## src/rtl/div_unit_pkg.sv

```systemverilog
// Shared constants for the multi-cycle divider: data width, counter width
// and the 2-bit FSM state encodings.
package div_unit_pkg;

  localparam int REG_DATA_WIDTH = 32;
  localparam int DIV_CNT_W      = 6;

  typedef enum logic [1:0] {
    DIV_IDLE = 2'd0,
    DIV_BUSY = 2'd1,
    DIV_ZERO = 2'd2,
    DIV_DONE = 2'd3
  } div_state_e;

endpackage

```

## src/rtl/div_abs_sign.sv

```systemverilog
// Conditional two's-complement negation: yields operand magnitudes on the way
// in and applies quotient/remainder sign correction on the way out.
module div_abs_sign #(
  parameter int W = 32
) (
  input  logic [W-1:0] val_i,
  input  logic         neg_i,
  output logic [W-1:0] res_o
);

  assign res_o = neg_i ? (~val_i + W'(1)) : val_i;

endmodule

```

## src/rtl/div_unit.sv

```systemverilog
// Radix-2 restoring divider for DIV/DIVU, one quotient bit per cycle.
// Optional macro DIV_EARLY_OUT_EN finishes at once when |dividend| < |divisor|.
module div_unit
  import div_unit_pkg::*;
#(
  parameter int DATA_W = REG_DATA_WIDTH,
  parameter int CNT_W  = DIV_CNT_W
) (
  input  logic              clk,
  input  logic              rst,
  input  logic              start_in,
  input  logic              signed_in,
  input  logic [DATA_W-1:0] dividend_in,
  input  logic [DATA_W-1:0] divisor_in,
  input  logic              annul_in,
  output logic [DATA_W-1:0] hi_out,
  output logic [DATA_W-1:0] lo_out,
  output logic              ready_out,
  output logic              stall_req_out
);

  div_state_e        state_q;
  logic [CNT_W-1:0]  cnt_q;
  logic [DATA_W-1:0] acc_q, quo_q, dvs_q, hi_q, lo_q;
  logic              neg_quo_q, neg_rem_q, ready_q;

  logic              dvd_neg, dvs_neg;
  logic [DATA_W-1:0] dvd_mag, dvs_mag;
  logic [DATA_W:0]   rem_sh;
  logic [DATA_W-1:0] diff, acc_d, quo_d, hi_fix, lo_fix;
  logic              borrow;

  assign dvd_neg = signed_in & dividend_in[DATA_W-1];
  assign dvs_neg = signed_in & divisor_in[DATA_W-1];

  div_abs_sign #(.W(DATA_W)) u_dvd_abs (.val_i(dividend_in), .neg_i(dvd_neg),   .res_o(dvd_mag));
  div_abs_sign #(.W(DATA_W)) u_dvs_abs (.val_i(divisor_in),  .neg_i(dvs_neg),   .res_o(dvs_mag));
  div_abs_sign #(.W(DATA_W)) u_quo_fix (.val_i(quo_d),       .neg_i(neg_quo_q), .res_o(lo_fix));
  div_abs_sign #(.W(DATA_W)) u_rem_fix (.val_i(acc_d),       .neg_i(neg_rem_q), .res_o(hi_fix));

  // The shifted partial remainder needs one extra bit; when the subtraction
  // succeeds the true difference is below the divisor, so the low bits suffice.
  assign rem_sh = {acc_q, quo_q[DATA_W-1]};
  assign borrow = rem_sh < {1'b0, dvs_q};
  assign diff   = rem_sh[DATA_W-1:0] - dvs_q;
  assign acc_d  = borrow ? rem_sh[DATA_W-1:0] : diff;
  assign quo_d  = {quo_q[DATA_W-2:0], ~borrow};

  always_ff @(posedge clk) begin
    if (rst) begin
      state_q   <= DIV_IDLE;
      cnt_q     <= '0;
      acc_q     <= '0;
      quo_q     <= '0;
      dvs_q     <= '0;
      hi_q      <= '0;
      lo_q      <= '0;
      neg_quo_q <= 1'b0;
      neg_rem_q <= 1'b0;
      ready_q   <= 1'b0;
    end else begin
      case (state_q)
        DIV_IDLE: begin
          ready_q <= 1'b0;
          hi_q    <= '0;
          lo_q    <= '0;
          if (start_in && !annul_in) begin
            dvs_q     <= dvs_mag;
            quo_q     <= dvd_mag;
            acc_q     <= '0;
            cnt_q     <= '0;
            neg_quo_q <= dvd_neg ^ dvs_neg;
            neg_rem_q <= dvd_neg;
            if (divisor_in == '0) begin
              state_q <= DIV_ZERO;
`ifdef DIV_EARLY_OUT_EN
            end else if (dvd_mag < dvs_mag) begin
              state_q <= DIV_DONE;
              hi_q    <= dividend_in;
              lo_q    <= '0;
`endif
            end else begin
              state_q <= DIV_BUSY;
            end
          end
        end
        DIV_BUSY: begin
          if (annul_in) begin
            state_q <= DIV_IDLE;
          end else begin
            acc_q <= acc_d;
            quo_q <= quo_d;
            cnt_q <= cnt_q + CNT_W'(1);
            if (cnt_q == CNT_W'(DATA_W - 1)) begin
              state_q <= DIV_DONE;
              hi_q    <= hi_fix;
              lo_q    <= lo_fix;
            end
          end
        end
        DIV_ZERO: begin
          if (annul_in) begin
            state_q <= DIV_IDLE;
          end else begin
            state_q <= DIV_DONE;
            hi_q    <= '0;
            lo_q    <= '0;
          end
        end
        DIV_DONE: begin
          if (start_in) begin
            ready_q <= 1'b1;
          end else begin
            state_q <= DIV_IDLE;
            ready_q <= 1'b0;
            hi_q    <= '0;
            lo_q    <= '0;
          end
        end
        default: state_q <= DIV_IDLE;
      endcase
    end
  end

  assign hi_out        = hi_q;
  assign lo_out        = lo_q;
  assign ready_out     = ready_q;
  assign stall_req_out = start_in & ~ready_q;

endmodule

```

## config.mk

```make
export PLATFORM = sky130hd
export DESIGN_NAME = div_unit
export DESIGN_NICKNAME = d
export VERILOG_FILES = /design/src/rtl/div_unit_pkg.sv /design/src/rtl/div_abs_sign.sv /design/src/rtl/div_unit.sv
export SDC_FILE = /design/constraint.sdc
export NUM_CORES = 1
export LEC_CHECK = 0
export CAP_MARGIN = 40
export CORE_MARGIN = 5
export CORE_UTILIZATION = 40
export CTS_CLUSTER_SIZE = 16
export DETAILED_ROUTE_END_ITERATION = 6
export GPL_TIMING_DRIVEN = 0
export HOLD_SLACK_MARGIN = 0.08
export PLACE_DENSITY = 0.72
export SYNTH_ARGS = -nofsm -noshare
export SYNTH_HDL_FRONTEND = slang
export SYNTH_SLANG_ARGS = --single-unit
```

## constraint.sdc

```tcl
create_clock -name clk -period 7.2 [get_ports clk]
set_input_delay 0.72 -clock clk [delete_from_list [all_inputs] [get_ports clk]]
set_output_delay 0.72 -clock clk [all_outputs]
set_load 0.02 [all_outputs]
```

==> results of run 1 <==
## cells in the mapped netlist, types with 28 or more instances
library cell / n
nand2_1: 199
ha_1: 41
nor2_1: 159
nor3_1: 28
inv_1: 50
a22oi_1: 47
a21oi_1: 98
clkbuf_1: 63
a211oi_1: 39
nand3_1: 51
o21ai_0: 72
dfxtp_1: 171
xnor2_1: 84
xor2_1: 53
## sequential cells by signal, indices dropped and copies added, names as in the netlist
name and cells:
acc_q 32, cnt_q 6, dvs_q 32, hi_out 32, lo_out 32, neg_quo_q 1
neg_rem_q 1, quo_q 32, ready_out 1, state_q 2
## worst max-delay path: stages, from the launching register on
cell and delay [ns]:
dfxtp_1 0.35, inv_1 0.07, ha_1 0.26, buf_2 0.18, a21oi_1 0.15, o21ai_1 0.31, a21oi_2 0.11, nor3_1 0.43
o21ai_4 0.21, nand2_4 0.20, buf_4 0.23, buf_4 0.22, buf_2 0.27, a21oi_1 0.24, inv_1 0.10, ha_1 0.17
inv_1 0.09, or4b_2 0.68, nor3_1 0.33, nand3b_1 0.11, nor3_1 0.14, a31o_2 0.20, nand4_1 0.27, o21ai_1 0.28
xor2_1 0.26, a22o_1 0.17
## cell families after synthesis
logic type	Yosys count	synth area share (%)
DFF	171	28.9
AOI/OAI and AO/OA	437	26.2
muxes	24	2.09
adders and majority gates	42	4.50
and+or+nand+nor	567	22.6
xor gates and xnor gates	137	10.1
buffers and inverters	147	5.65
## area by class of cell
cell class | count | area [um^2]
multi-input cells | 1207 | 7760
well taps | 390 | 488
inverters | 51 | 191
clock inverters | 15 | 170
fillers | 2880 | 15200
clock buffers | 17 | 425
plain buffers | 96 | 478
repair buffers | 133 | 1330
flip-flops and latches | 171 | 3420
## through the flow
| step | setup WS, ns | utilization (%) |
|---|---|---|
| 2_1_floorplan | 2.23 | - |
| 3_3_place_gp | 1.40 | 46.4 |
| 3_5_place_dp | 1.32 | 46.4 |
| 4_1_cts | 1.28 | 48.4 |
| 5_1_grt | 0.851 | 48.4 |
| 6_report | 1.11 | 48.4 |
## where the power goes
group,internal [uW],leakage (uW),switching (uW)
Clock,467,0.000291,465
Sequential,1030,0.00139,92.5
Combinational,684,0.00344,1320
Total,2180,0.00511,1880
## worst min path at each step
stage                           from    endpoint  cells after the start
final                     lo_out[15]  lo_out[15]                      2
after detailed placement  lo_out[15]  lo_out[15]                      2
after global routing       dvs_q[31]   dvs_q[31]                      2
after CTS                 lo_out[15]  lo_out[15]                      2
after floorplan            dvs_q[25]   dvs_q[25]                      2
after global placement     dvs_q[25]   dvs_q[25]                      2
## layer usage
metal  GRT usage [%]  up-vias  part of all wire, %
met5               0        -                    0
met4            8.26        0                  3.8
met3            3.97       89                  7.1
met2            38.4      521                   46
met1            30.7     5788                   43
li1                -     5797                    -
==> metrics.md, run 1 <==
| Metric | Value |
|---|---|
| Status | complete, no violations |
| R2R cell count | 25 |
| TritonRoute pass-1 iters | 6 |
| FFs w/ async S/R, synth | 0% |
| Max-slew headroom | 39.1% |
| Clk sinks | 171 |
| Starting Density | 40.2% |
| Worst slew pin tran | 0.905 ns |
| Library cells used by synthesis | 101 |
| Die area | 0.0332 mm^2 |
| Post-DR wirelength/cell | 19.2 um |
| Commonest cells after routing, fill and taps aside | nand2_1 (199), dfxtp_1 (171), nor2_1 (159) |
| Hold_ws | 0.454 ns |
| Layout cells sized above 1 | 6.98% |
| Critical Path Start | dvs_q[6] |
| RSZ-0062 raised after global routing | no |
| Register area share after synthesis | 28.9% |
| Placement Cell Area | 0.0137 mm^2 |
| Design area | 0.0143 mm^2 |
| Critical Path AT | 6.48 ns |
| Crit path max fanout | 10 |
| Antenna Violating Nets Remaining | 0 |
| Die X | 182 um |
| Number of synthesized flops with an enable pin | 0 |
| Placed Cells | 2048 |
| Vias in the first global route | 11400 |
| HPWL after detailed placement | 31800 um |
| Final GP Congestion | 0.945 |
| Clk_skew | 0.00994 ns |
| Final wirelength | 39900 um |
| Final setup fails | 0 |
| Power density cells | 285 mW/mm^2 |
| Mapped Area | 0.0119 mm^2 |
| CTS tree | yes |
| # nets final | 1788 |
| Root Buffer | clkbuf_16 |
| Final cycle utilization of the critical path | 84.6% |
| Area share of the largest cell type after synthesis | 28.9% |
| Num CTS Buffers | 17 |
| WS Path Type | reg -> reg |
| Post-Synthesis Cells | 1525 |
| Worst reg2reg setup slack | 1.11 ns |
| Largest net degree at the start of global routing | 20 |
| Syn Area/Cell | 7.78 um^2 |
| Worst min-delay path class | reg -> reg |
| Crit. End Element | register |
| Vias per cell | 5.86 |
| Reg-to-Reg End | hi_out[24] |
| Clock slew at reported path FFs | 0.07 ns |
| Height of the die | 182 um |
| CTS Hold Bufs | 0 |
| MaxCap Viol Count | 0 |
| Peak supply drop | 0.192 mV |
| First-pass GRT wire length | 62200 um |
| Startpoint types | register |
| Initial DRC Count | 1083 |
| Clock Path Buffers | 2 |
| Main area contributors after synthesis | dfxtp_1 (29%), nand2_1 (6.3%), xnor2_1 (6.2%) |
| Dominant synthesized flop cell | dfxtp_1 |
| Leak Pwr | 0.00511 uW |
| Pwr Total | 4060 uW |
| Final TNS setup | 0 ns |
| DRC Markers | 0 |
| Diodes inserted | 0 |
| Fmax achieved | 164 MHz |
| Yosys top cell by area | dfxtp_1 |
| H-tree levels | 4 |
| Post-CTS Setup Inserts | 0 |
| Launch point of the worst reg-to-reg path | dvs_q[6] |
| Worst skew pair latency | 0.45 ns |
| Synth warnings | 0 |
| Site Rows | 63 |
| Post-cts resize count | 0 |
| Syn_nets | 1636 |
| Layout area overhead | 20.3% |
| Vias | 12200 |
| Final Hold Fails | 0 |
| Port buffer count | 132 |
| Global route overflow | 0 |
| Critical Path RT | 7.59 ns |
| Crit path capture | hi_out[24] |
| Register bit count reported by yosys | 171 |
| Post-layout min period | 6.09 ns |
| Most common cell after layout, fill and taps aside | nand2_1 |
| Core Region | 0.0295 mm^2 |
| Final slew viol count | 0 |
| I/O Pins | 135 |
| Initial antenna violation count | 0 |
| Total GRT Usage | 23.3% |
| Fin cells | 2080 |
No activity file was read; power rests on OpenSTA's default activity.
==> run 2: changes to the inputs <==
Settings changed: PLACE_DENSITY 0.72 to 0.74.
Clock period 7.2 ns to 5.5 ns, I/O delays scaled along.
==> metrics.md, run 2 (synthesis results as in run 1) <==
| Metric | Value |
|---|---|
| Height of the die | 182 um (unchanged) |
| Leak Pwr | 0.00515 uW (was 0.00511 uW) |
| Peak supply drop | 0.287 mV (was 0.192 mV) |
| Layout cells sized above 1 | 7.82% (was 6.98%) |
| Initial antenna violation count | 0 (unchanged) |
| Critical Path RT | 5.88 ns (was 7.59 ns) |
| Hold_ws | 0.453 ns (was 0.454 ns) |
| Global route overflow | 0 (unchanged) |
| Buffers & Inverters on Critical Path | 5 (was 7) |
| Post-layout min period | 5.22 ns (was 6.09 ns) |
| Vias in the first global route | 11300 (was 11400) |
| # nets final | 1798 (was 1788) |
| Vias per cell | 5.84 (was 5.86) |
| Most frequent cell on the critical path | inv_1 |
| Port buffer count | 132 (unchanged) |
| MaxCap Viol Count | 0 (unchanged) |
| Worst skew pair latency | 0.44 ns (was 0.45 ns) |
| Final Hold Fails | 0 (unchanged) |
| Worst slew pin tran | 0.856 ns (was 0.905 ns) |
| Design area | 0.0144 mm^2 (was 0.0143 mm^2) |
| Site Rows | 63 (unchanged) |
| Initial DRC Count | 1161 (was 1083) |
| CP peak stage delay | 0.71 ns (was 0.68 ns) |
| Pre-CTS setup slack | -0.380 ns (was 1.32 ns) |
| Die area | 0.0332 mm^2 (unchanged) |
| Status | complete, no violations (unchanged) |
| Power density cells | 374 mW/mm^2 (was 285 mW/mm^2) |
| DRC Markers | 0 (unchanged) |
| Final setup fails | 0 (unchanged) |
| Total GRT Usage | 22.7% (was 23.3%) |
| Max-slew headroom | 42.4% (was 39.1%) |
| Antenna Violating Nets Remaining | 0 (unchanged) |
| I/O Pins | 135 (unchanged) |
| Final GP Congestion | 0.968 (was 0.945) |
| Clk sinks | 171 (unchanged) |
| Crit. End Element | register (unchanged) |
| Placement Cell Area | 0.0137 mm^2 (unchanged) |
| HPWL after detailed placement | 31400 um (was 31800 um) |
| Startpoint types | register (unchanged) |
| Starting Density | 40.2% (unchanged) |
| TritonRoute pass-1 iters | 5 (was 6) |
| Worst min-delay path class | reg -> reg (unchanged) |
| Final cycle utilization of the critical path | 95.0% (was 84.6%) |
| Final slew viol count | 0 (unchanged) |
| H-tree levels | 4 (unchanged) |
| Vias | 12200 (about the same) |
| Family with the most delay on the worst path | simple AND/OR/NAND/NOR gates (unchanged) |
| Core Region | 0.0295 mm^2 (unchanged) |
| Most common cell after layout, fill and taps aside | nand2_1 (unchanged) |
| Crit path cell chain | ha_1 > buf_6 > and4_4 > nand4_4 > or3_1 > o22ai_4 > o21ai_4 > nand2_4 > buf_12 > a21oi_2 > inv_1 > ha_2 > inv_1 > or4b_2 > nor3_4 > nand3b_1 > nor3_1 > a31o_2 > nand4_1 > buf_4 > o21ai_1 > xor2_1 > a22o_1 |
| Setup WS post-layout | 0.276 ns (was 1.11 ns) |
| Commonest cells after routing, fill and taps aside | nand2_1 (199), dfxtp_1 (171), nor2_1 (159) (unchanged) |
| Largest net degree at the start of global routing | 20 (unchanged) |
| Slowest cell on the critical path | or4b_2 (unchanged) |
| Clock slew at reported path FFs | 0.07 ns (about the same) |
| Diodes inserted | 0 (unchanged) |
| Final wirelength | 39400 um (was 39900 um) |
| Critical Path AT | 5.60 ns (was 6.48 ns) |
| First-pass GRT wire length | 61100 um (was 62200 um) |
| Num CTS Buffers | 17 (unchanged) |
| Layout area overhead | 21.3% (was 20.3%) |
| Root Buffer | clkbuf_16 (unchanged) |
| Clock Path Buffers | 2 (unchanged) |
| Crit path max fanout | 19 (was 10) |
| CTS tree | yes (unchanged) |
| Fmax achieved | 191 MHz (was 164 MHz) |
| Die X | 182 um (unchanged) |
| Post-DR wirelength/cell | 18.9 um (was 19.2 um) |
| WS Path Type | reg -> reg (unchanged) |
| Clk_skew | 0.0146 ns (was 0.00994 ns) |
[run 2: worst min-delay path: cells and delay by family (launching register included)]
| family | cells | cell delay [ns] |
|---|---|---|
| AO/OA/AOI/OAI | 1 | 0.05 |
| flip-flops | 1 | 0.31 |
| AND/OR/NAND/NOR | 1 | 0.05 |
[run 2: layout make-up]
cell class                      instances  area, um^2
Fill cell                            2876       15100
Multi-Input combinational cell       1207        7800
Sequential cell                       171        3420
Timing Repair Buffer                  145        1420
Tap cell                              390         488
Buffer                                 94         478
Clock buffer                           17         425
Inverter                               51         191
Clock inverter                         15         156
[run 2: worst paths after layout]
kind,from,endpoint,slack [ns],cells past startpoint
setup reg to reg,acc_q[18],hi_out[24],0.28,23
hold / removal,lo_out[19],lo_out[19],0.45,2
hold reg to reg,lo_out[19],lo_out[19],0.45,2
setup / recovery,acc_q[18],hi_out[24],0.28,23
[run 2: through the flow]
| stage | utilization [%] | std cells | setup TNS [ns] | power, uW |
|---|---|---|---|---|
| floorplan | - | 1525 | 0 | 3320 |
| detailed placement | 46.4 | 2048 | -1.33 | 4050 |
| global placement | 46.4 | 2047 | -1.03 | 4000 |
| CTS | 48.4 | 2082 | 0 | 5250 |
| finish | 48.8 | 2090 | 0 | 5370 |
| global route | 48.8 | 2090 | -0.00629 | 5650 |
[run 2: power by group]
part | internal, uW | switching (uW)
sequential | 1350 | 123
combinational | 954 | 1760
clock | 605 | 583
total | 2910 | 2460
[run 2: layer usage]
layer,global-route usage [%],routed length (um)
met5,0,0
met4,7.39,1240
met3,3.77,2890
met2,37.3,18200
met1,30.4,17100
[run 2: what timing repair did]
| item | in CTS | in global routing |
|---|---|---|
| pin swaps | 2 | 2 |
| endpoints found under the setup margin | 6 | 6 |
| setup buffers | 3 | 9 |
| hold buffers | 0 | 0 |
| resized for setup | 3 | 8 |
